$ cat config.mk
export PLATFORM = sky130hd
export DESIGN_NAME = debounce_edge_detect
export DESIGN_NICKNAME = d
export VERILOG_FILES = /design/src/rtl/debounce_edge_detect_pkg.sv /design/src/rtl/debounce_edge_detect_sync_chain.sv /design/src/rtl/debounce_edge_detect.sv
export SDC_FILE = /design/constraint.sdc
export NUM_CORES = 1
export LEC_CHECK = 0
export ABC_AREA = 1
export ABC_CLOCK_PERIOD_IN_PS = 1400
export CAP_MARGIN = 20
export CORE_AREA = 2 2 39 41
export DETAILED_ROUTE_END_ITERATION = 16
export DIE_AREA = 0 0 41 43
export HOLD_SLACK_MARGIN = 0.12
export PLACE_DENSITY = 0.6
export SLEW_MARGIN = 40
export SYNTH_ARGS = -nofsm -noshare
export SYNTH_HDL_FRONTEND = slang
export SYNTH_SLANG_ARGS = --single-unit
$ cat constraint.sdc
create_clock -name clk -period 1.4 [get_ports clk]
set_input_delay 0.35 -clock clk [delete_from_list [all_inputs] [get_ports clk]]
set_output_delay 0.35 -clock clk [all_outputs]
set_load 0.03 [all_outputs]
$ cat src/rtl/debounce_edge_detect_pkg.sv
// Shared types and default parameters for the debounce/edge-detect input stage.
package debounce_edge_detect_pkg;

  typedef enum logic {
    ST_IDLE  = 1'b0,
    ST_COUNT = 1'b1
  } state_e;

  localparam int DEF_SYNC_STAGES   = 2;
  localparam int DEF_CNT_W         = 4;
  localparam int DEF_STABLE_CYCLES = 8;

endpackage

$ cat src/rtl/debounce_edge_detect_sync_chain.sv
// Parameterised flop-chain synchronizer for a single asynchronous input.
module debounce_edge_detect_sync_chain #(
  parameter int STAGES = 2
) (
  input  logic clk,
  input  logic reset,
  input  logic din,
  output logic dout
);

  logic [STAGES-1:0] s_q;
  logic [STAGES-1:0] s_d;

  // First stage captures the raw input directly; nothing may sit in front of it.
  always_comb begin
    s_d = {s_q[STAGES-2:0], din};
  end

  always_ff @(posedge clk) begin
    if (reset) begin
      s_q <= '0;
    end else begin
      s_q <= s_d;
    end
  end

  assign dout = s_q[STAGES-1];

endmodule

$ cat src/rtl/debounce_edge_detect.sv
// Synchronizes a bouncy input, qualifies level changes over a stable run of
// cycles, and emits one-cycle rise/fall pulses when the clean level moves.
//
// state    | meaning
// ST_IDLE  | synchronized input matches q, nothing being qualified
// ST_COUNT | synchronized input differs from q, counting stable samples
module debounce_edge_detect
  import debounce_edge_detect_pkg::*;
#(
  parameter int SYNC_STAGES   = DEF_SYNC_STAGES,
  parameter int CNT_W         = DEF_CNT_W,
  parameter int STABLE_CYCLES = DEF_STABLE_CYCLES
) (
  input  logic clk,
  input  logic reset,
  input  logic d_raw,
  output logic q,
  output logic rise,
  output logic fall,
  output logic busy
);

  if (SYNC_STAGES < 2 || SYNC_STAGES > 4) begin : g_bad_sync
    $fatal(1, "debounce_edge_detect: SYNC_STAGES must be 2..4");
  end
  if (STABLE_CYCLES < 2 || STABLE_CYCLES > (2 ** CNT_W) - 1) begin : g_bad_stable
    $fatal(1, "debounce_edge_detect: STABLE_CYCLES out of range for CNT_W");
  end

  localparam logic [CNT_W-1:0] CNT_LAST = CNT_W'(STABLE_CYCLES - 1);
  localparam logic [CNT_W-1:0] CNT_ONE  = CNT_W'(1);

  logic       s_out;
  state_e     state_q, state_d;
  logic [CNT_W-1:0] cnt_q, cnt_d;
  logic       q_q, q_d;
  logic       rise_q, rise_d;
  logic       fall_q, fall_d;

  debounce_edge_detect_sync_chain #(
    .STAGES(SYNC_STAGES)
  ) u_sync (
    .clk  (clk),
    .reset(reset),
    .din  (d_raw),
    .dout (s_out)
  );

  always_comb begin
    state_d = state_q;
    cnt_d   = cnt_q;
    q_d     = q_q;
    rise_d  = 1'b0;
    fall_d  = 1'b0;
    case (state_q)
      ST_IDLE: begin
        cnt_d = '0;
        if (s_out != q_q) begin
          state_d = ST_COUNT;
          cnt_d   = CNT_ONE;
        end
      end
      ST_COUNT: begin
        // A match at any point, including the terminal sample, rejects the change.
        if (s_out == q_q) begin
          state_d = ST_IDLE;
          cnt_d   = '0;
        end else if (cnt_q == CNT_LAST) begin
          state_d = ST_IDLE;
          cnt_d   = '0;
          q_d     = s_out;
          rise_d  = s_out;
          fall_d  = ~s_out;
        end else begin
          cnt_d = cnt_q + CNT_ONE;
        end
      end
      default: begin
        state_d = ST_IDLE;
        cnt_d   = '0;
      end
    endcase
  end

  always_ff @(posedge clk) begin
    if (reset) begin
      state_q <= ST_IDLE;
      cnt_q   <= '0;
    end else begin
      state_q <= state_d;
      cnt_q   <= cnt_d;
    end
  end

  always_ff @(posedge clk) begin
    if (reset) begin
      q_q    <= 1'b0;
      rise_q <= 1'b0;
      fall_q <= 1'b0;
    end else begin
      q_q    <= q_d;
      rise_q <= rise_d;
      fall_q <= fall_d;
    end
  end

  assign q    = q_q;
  assign rise = rise_q;
  assign fall = fall_q;
  assign busy = (state_q == ST_COUNT);

endmodule

==> results.json, run 1 <==
{
  "use_met3": 0.01571,
  "pwr-share-clk": 0.452,
  "overflow": 0,
  "power_switching_mw": 0.1106,
  "core-area_sq_um": 1384,
  "io_buffers": 6,
  "cts_sinks": 10,
  "crit_family": "buffers and inverters",
  "max_stage_delay_ns": 0.38,
  "cts_buffer_depth": 2,
  "rsz0062_at_grt": "false",
  "worstSetupEndpointType": "output port",
  "p_leak_nw": 0.2399,
  "die_area_sq_um": 1763,
  "numCtsBuffers": 3,
  "num_io_pins": 7,
  "ir_worst_vdd_v": 0.0005230,
  "vias": 317,
  "slew_viol_final": 0,
  "cts_setup_buffers": 0,
  "total_power_mw": 0.5663,
  "grtUsageMet2": 0.1250,
  "p_int_mw": 0.4557,
  "ant_nets": 0,
  "power-per-cell-area_nw_per_um2": 1134,
  "area_delta_synth_final_pct": 27.88,
  "cp.buffers_inverters": 1,
  "worstMarginPinSlew_ns": 0.2959,
  "path_clk_slew_ns": 0.07,
  "synth-simple-area-share": 0.3462,
  "first_pass_iters": 3,
  "synthAdderAreaFrac": 0.03205,
  "die_w_um": 41,
  "synthCells": 49,
  "routedWlPerCell_um": 7.987,
  "synth_compound_area_frac": 0,
  "dpl_cell_area_sq_um": 465.4,
  "slowest_stage": "dlygate4sd2_1",
  "worstSetupPathType": "reg2out",
  "gr-usage-met1": 0.1107,
  "start_util": 0.2821,
  "finalSetupTns_ns": 0,
  "syn-cell-area_sq_um": 390.4,
  "drc": 0,
  "yosys_warnings": 0,
  "status": "finished clean",
  "dieHeight_um": 43,
  "final_core_util": 0.3608,
  "fin_crit_ns": 1.305,
  "grt_max_degree": 7,
  "combinationalPowerShare": 0.032,
  "htree_levels": 1,
  "gp_congestion": 0.6755,
  "synth_top_family_by_area": "simple AND/OR/NAND/NOR gates",
  "clock_skew_ns": 0.001845,
  "cp_max_fo": 1,
  "syn-num-nets": 53,
  "start_kind": "register",
  "wl_um": 599,
  "grt_pass1_wl_um": 1062,
  "ys_ff_latch": 10,
  "insertion_delay_ns": 0.26,
  "rows": 14,
  "fillers": 150,
  "arrival_ns": 0.96,
  "power_frac_seq": 0.516,
  "finalHoldViolations": 0,
  "final_cell_area_sq_um": 499.2,
  "ff_latch_area_sq_um": 200.2,
  "synth_xor_area_frac": 0.02244,
  "cts_tree": "done",
  "finalCritPeriodShare": 0.9321,
  "max-cap-violations": 0,
  "most-common-layout-cells": "nor2_1 (10), dfxtp_1 (10), inv_1 (8), nand2_1 (8)",
  "grt_usage": 0.08669,
  "final_layout_size_suffix_gt1_frac": 0.1695,
  "setup_viol": 0,
  "r2r_start": "cnt_q[0]",
  "drt-initial-drc-count": 3,
  "multi_input_area_sq_um": 156.4,
  "slew_headroom": 0.8035,
  "p_sw_frac": 0.1952,
  "min_from": "u_sync.s_q[0]",
  "cp.required_ns": 1.05,
  "busiest_layer": "met2",
  "worstPathCellList": "dlygate4sd2_1",
  "critical_path.startpoint": "fall",
  "clockRootBuffer": "clkbuf_4",
  "vias_per_cell": 4.227,
  "grt_pass1_vias": 287,
  "hpwl_um": 475.5,
  "grt_antenna_before_repair": 0,
  "fmax_mhz": 766.3,
  "hold_path.class": "reg2reg",
  "avgSynthCellArea_sq_um": 7.967,
  "nets": 64,
  "muxShareOfSynthArea": 0,
  "ys_types": 15,
  "antennaDiodeCount": 0,
  "seq_area_frac_synth": 0.5128
}
-- cell usage after synthesis --
library cell,instances,area share
nand2_2,1,0.016
nand3_1,3,0.038
nor3_1,1,0.013
clkinv_1,1,0.0096
nand3_2,1,0.026
ha_1,1,0.032
dfxtp_1,10,0.51
nor2_2,1,0.016
nand4_2,1,0.032
nand4_1,1,0.016
xnor2_1,1,0.022
nor2_1,10,0.096
and3_1,1,0.016
nand2_1,8,0.077
inv_1,8,0.077
-- cells by family after synthesis --
group         after synthesis
xor+xnor                    1
simple gates               28
fa+ha+maj                   1
flops                      10
buf+inv                     9
-- layout make-up --
type                    instances  share of cell area
well taps                      16             0.04010
inverters                       9             0.06767
repair buffers                  6              0.1053
multi-input cells              30              0.3133
flip-flops and latches         10              0.4010
clock buffers                   4             0.07268
-- worst paths after layout --
| check | to | slack [ns] | cells past startpoint |
|---|---|---|---|
| worst min register to register | u_sync.s_q[1] | 0.41 | 2 |
| worst max-delay path | fall | 0.09 | 1 |
| worst max register to register | q | 0.31 | 6 |
| worst min-delay path | u_sync.s_q[1] | 0.41 | 2 |
-- layer usage --
| layer | part of all wire | vias to the layer above |
|---|---|---|
| met5 | 0 | - |
| met4 | 0 | 0 |
| met3 | 0.030 | 0 |
| met2 | 0.51 | 4 |
| met1 | 0.46 | 143 |
| li1 | - | 170 |
-- per-stage QoR --
step / std cells / worst slack, ns / hold slack [ns]
after detailed placement: 71 / 0.02304 / 0.3987
final: 75 / 0.09499 / 0.4077
after global placement: 71 / 0.03338 / 0.3943
after CTS: 75 / 0.07450 / 0.4104
after floorplan: 49 / 0.3564 / 0.3883
after global routing: 75 / 0.03952 / 0.4515
-- power groups by stage --
stage	Sequential (mW)	Combinational [mW]	Clock [mW]
floorplan	0.299	0.00852	0
global placement	0.299	0.0184	0
detailed placement	0.299	0.0187	0
CTS	0.292	0.0188	0.266
global route	0.292	0.0207	0.279
finish	0.292	0.0184	0.256
-- flip-flops by register name (all words and copies together) (netlist names) --
register	flops
q	1
u_sync.s_q	2
busy	1
fall	1
rise	1
cnt_q	4
-- what timing repair did --
| action | 4_1_cts | 5_1_grt |
|---|---|---|
| endpoints found under the setup margin | 2 | 0 |
| resized for setup | 2 | 0 |
| hold endpoints to repair | 0 | 0 |
| hold buffers | 0 | 0 |
No activity file was read; power rests on OpenSTA's default activity.
==> inputs of run 2 (changes only) <==
--- a/config.mk
+++ b/config.mk
@@ -12,8 +12,9 @@
 export DETAILED_ROUTE_END_ITERATION = 16
 export DIE_AREA = 0 0 41 43
 export HOLD_SLACK_MARGIN = 0.12
-export PLACE_DENSITY = 0.6
+export PLACE_DENSITY = 0.59
 export SLEW_MARGIN = 40
 export SYNTH_ARGS = -nofsm -noshare
 export SYNTH_HDL_FRONTEND = slang
+export SYNTH_HIERARCHICAL = 1
 export SYNTH_SLANG_ARGS = --single-unit
==> results.json, run 2 <==
{
  "cp.depth": 1,
  "ys_ff_latch": 10,
  "avgSynthCellArea_sq_um": 8.002,
  "r2r_cells": 6,
  "synth_top_family_by_area": "simple AND/OR/NAND/NOR gates",
  "synth_top_area_cell": "dfxtp_1",
  "slew_headroom": 0.8000,
  "grt_usage": 0.08133,
  "path_clk_slew_ns": 0.06,
  "worstMarginPinSlew_ns": 0.3011,
  "gp_congestion": 0.7205,
  "ys_types": 13,
  "grt_max_degree": 7,
  "insertion_delay_ns": 0.25,
  "finalCritPeriodShare": 0.9584,
  "crit_family": "buffers and inverters",
  "overflow": 0,
  "area_delta_synth_final_pct": 28.99,
  "layout_commonest_cell": "dfxtp_1",
  "hold_ws_ns": 0.4103,
  "pwr-share-clk": 0.374,
  "worstSetupEndpointType": "output port",
  "combinationalPowerShare": 0.041,
  "yosysTopAreaCellShare": 0.5212,
  "slew_viol_final": 0,
  "clockRootBuffer": "clkbuf_4",
  "critical_path.startpoint": "q",
  "core-area_sq_um": 1384,
  "die_w_um": 41,
  "worstPathCellList": "dlygate4sd2_1",
  "p_leak_nw": 0.2192,
  "yosys_warnings": 6,
  "cp.required_ns": 1.05,
  "grt_pass1_wl_um": 938,
  "grt_antenna_before_repair": 0,
  "rrSetupSlack_ns": 0.30,
  "grt_pass1_vias": 253,
  "hold_path.class": "reg2reg",
  "cts_tree": "done",
  "numCtsBuffers": 3,
  "first_pass_iters": 2,
  "vias": 300,
  "synth_xor_area_frac": 0.02280,
  "finalSetupTns_ns": 0,
  "wl_um": 541,
  "ant_nets": 0,
  "async_flop_share": 0,
  "largest_register": "cnt_q",
  "p_int_mw": 0.3985,
  "rsz0062_at_grt": "false",
  "arrival_ns": 0.99,
  "syn-num-nets": 52,
  "antennaDiodeCount": 0,
  "synthCells": 48,
  "setup_viol": 0,
  "worstSetupPathType": "reg2out",
  "min_path_cells": 2,
  "fmax_mhz": 745.3,
  "cts_buffer_depth": 2,
  "p_sw_frac": 0.2010,
  "fin_crit_ns": 1.342,
  "hpwl_um": 427.8,
  "r2r-end": "q",
  "vias_per_cell": 4.000,
  "cp_max_fo": 2,
  "power_switching_mw": 0.1003,
  "cts_hold_buf": 0,
  "synth_compound_area_frac": 0.01303,
  "slowest_stage": "dlygate4sd2_1",
  "rows": 14,
  "crit_path_end": "q",
  "power_frac_seq": 0.585,
  "drt-initial-drc-count": 4,
  "dieHeight_um": 43,
  "nets": 65,
  "cts_setup_buffers": 0,
  "htree_levels": 1,
  "max_stage_delay_ns": 0.40,
  "reg.largest.list": "cnt_q: 4 flops, u_sync/s_q: 2 flops",
  "power-per-cell-area_nw_per_um2": 1007,
  "final_layout_size_suffix_gt1_frac": 0.1695,
  "clock_skew_ns": 0.005166,
  "io_buffers": 6,
  "ys_top_cells_by_area": "dfxtp_1 (52%), inv_1 (8.8%), nand2_1 (7.8%), nor2_1 (6.8%), nor2_2 (4.9%)",
  "start_kind": "register",
  "cts_resized": 3,
  "drc": 0,
  "synth_ff_type": "dfxtp_1",
  "synth-simple-area-share": 0.3225,
  "finalHoldViolations": 0,
  "syn-cell-area_sq_um": 384.1,
  "max-cap-violations": 0,
  "start_util": 0.2776,
  "largest_register_ffs": 4,
  "synthAdderAreaFrac": 0.03257,
  "cts_sinks": 10,
  "muxShareOfSynthArea": 0,
  "synth_edf_count": 0,
  "most-common-layout-cells": "dfxtp_1 (10), inv_1 (9), nand2_1 (8)",
  "seq_area_frac_synth": 0.5212,
  "fillers": 152,
  "cp.buffers_inverters": 1,
  "synthTopCellsByCount": "dfxtp_1 (10), inv_1 (9), nand2_1 (8)",
  "status": "finished clean",
  "num_io_pins": 7,
  "ir_worst_vdd_v": 0.0003119,
  "yosysMostFrequentCell": "dfxtp_1",
  "die_area_sq_um": 1763,
  "r2r_start": "cnt_q[0]",
  "routedWlPerCell_um": 7.213
}
run 2: cell count changes after synthesis, sizes merged:
| cell | delta |
|---|---|
| a21oi | +1 |
| clkinv | -1 |
| inv | +1 |
| nand2 | -1 |
| nor2 | -1 |
run 2: routing by layer:
layer	track usage	wire, um
met1	0.09646	282
met2	0.1031	236
met3	0.04712	21
met4	0.06000	0
met5	0	0
run 2: cells by family after synthesis:
group,count (synthesis)
AO/OA/AOI/OAI,1
XOR/XNOR,1
adder cells (fa/ha/maj),1
buffers and inverters,9
flip-flops,10
AND/OR/NAND/NOR,26
run 2: cell type report:
class | count | area, sq um | share of cell area
clock buffers | 3 | 22.52 | 0.04545
flip-flops and latches | 10 | 200.2 | 0.4040
repair buffers | 8 | 68.82 | 0.1389
multi-input cells | 29 | 150.1 | 0.3030
inverters | 9 | 33.78 | 0.06818
well taps | 16 | 20.02 | 0.04040
run 2: how the worst min path moves through the flow:
stage	start	to	slack [ns]
2_1_floorplan	u_sync/s_q[0]	u_sync/s_q[1]	0.39
3_3_place_gp	u_sync/s_q[0]	u_sync/s_q[1]	0.39
3_5_place_dp	u_sync/s_q[0]	u_sync/s_q[1]	0.40
4_1_cts	u_sync/s_q[0]	u_sync/s_q[1]	0.41
5_1_grt	u_sync/s_q[0]	u_sync/s_q[1]	0.45
6_report	u_sync/s_q[0]	u_sync/s_q[1]	0.41
run 2: metrics by stage:
step                      std cells  utilization  cell area (sq um)  setup WS (ns)  power, mW
after global routing             75       0.3580              495.5        0.02294     0.5240
after floorplan                  48            -              384.1         0.3537     0.3079
after detailed placement         72       0.3445              476.7        0.03021     0.3190
final                            75       0.3580              495.5        0.05829     0.4988
after global placement           72       0.3445              476.7        0.04595     0.3186
after CTS                        75       0.3580              495.5        0.04391     0.5090
run 2: power groups by stage:
| stage | registers [mW] | clock network [mW] | logic (mW) |
|---|---|---|---|
| 2_1_floorplan | 0.299 | 0 | 0.00864 |
| 3_3_place_gp | 0.298 | 0 | 0.0204 |
| 3_5_place_dp | 0.298 | 0 | 0.0208 |
| 4_1_cts | 0.292 | 0.196 | 0.0208 |
| 5_1_grt | 0.292 | 0.209 | 0.0233 |
| 6_report | 0.292 | 0.186 | 0.0206 |
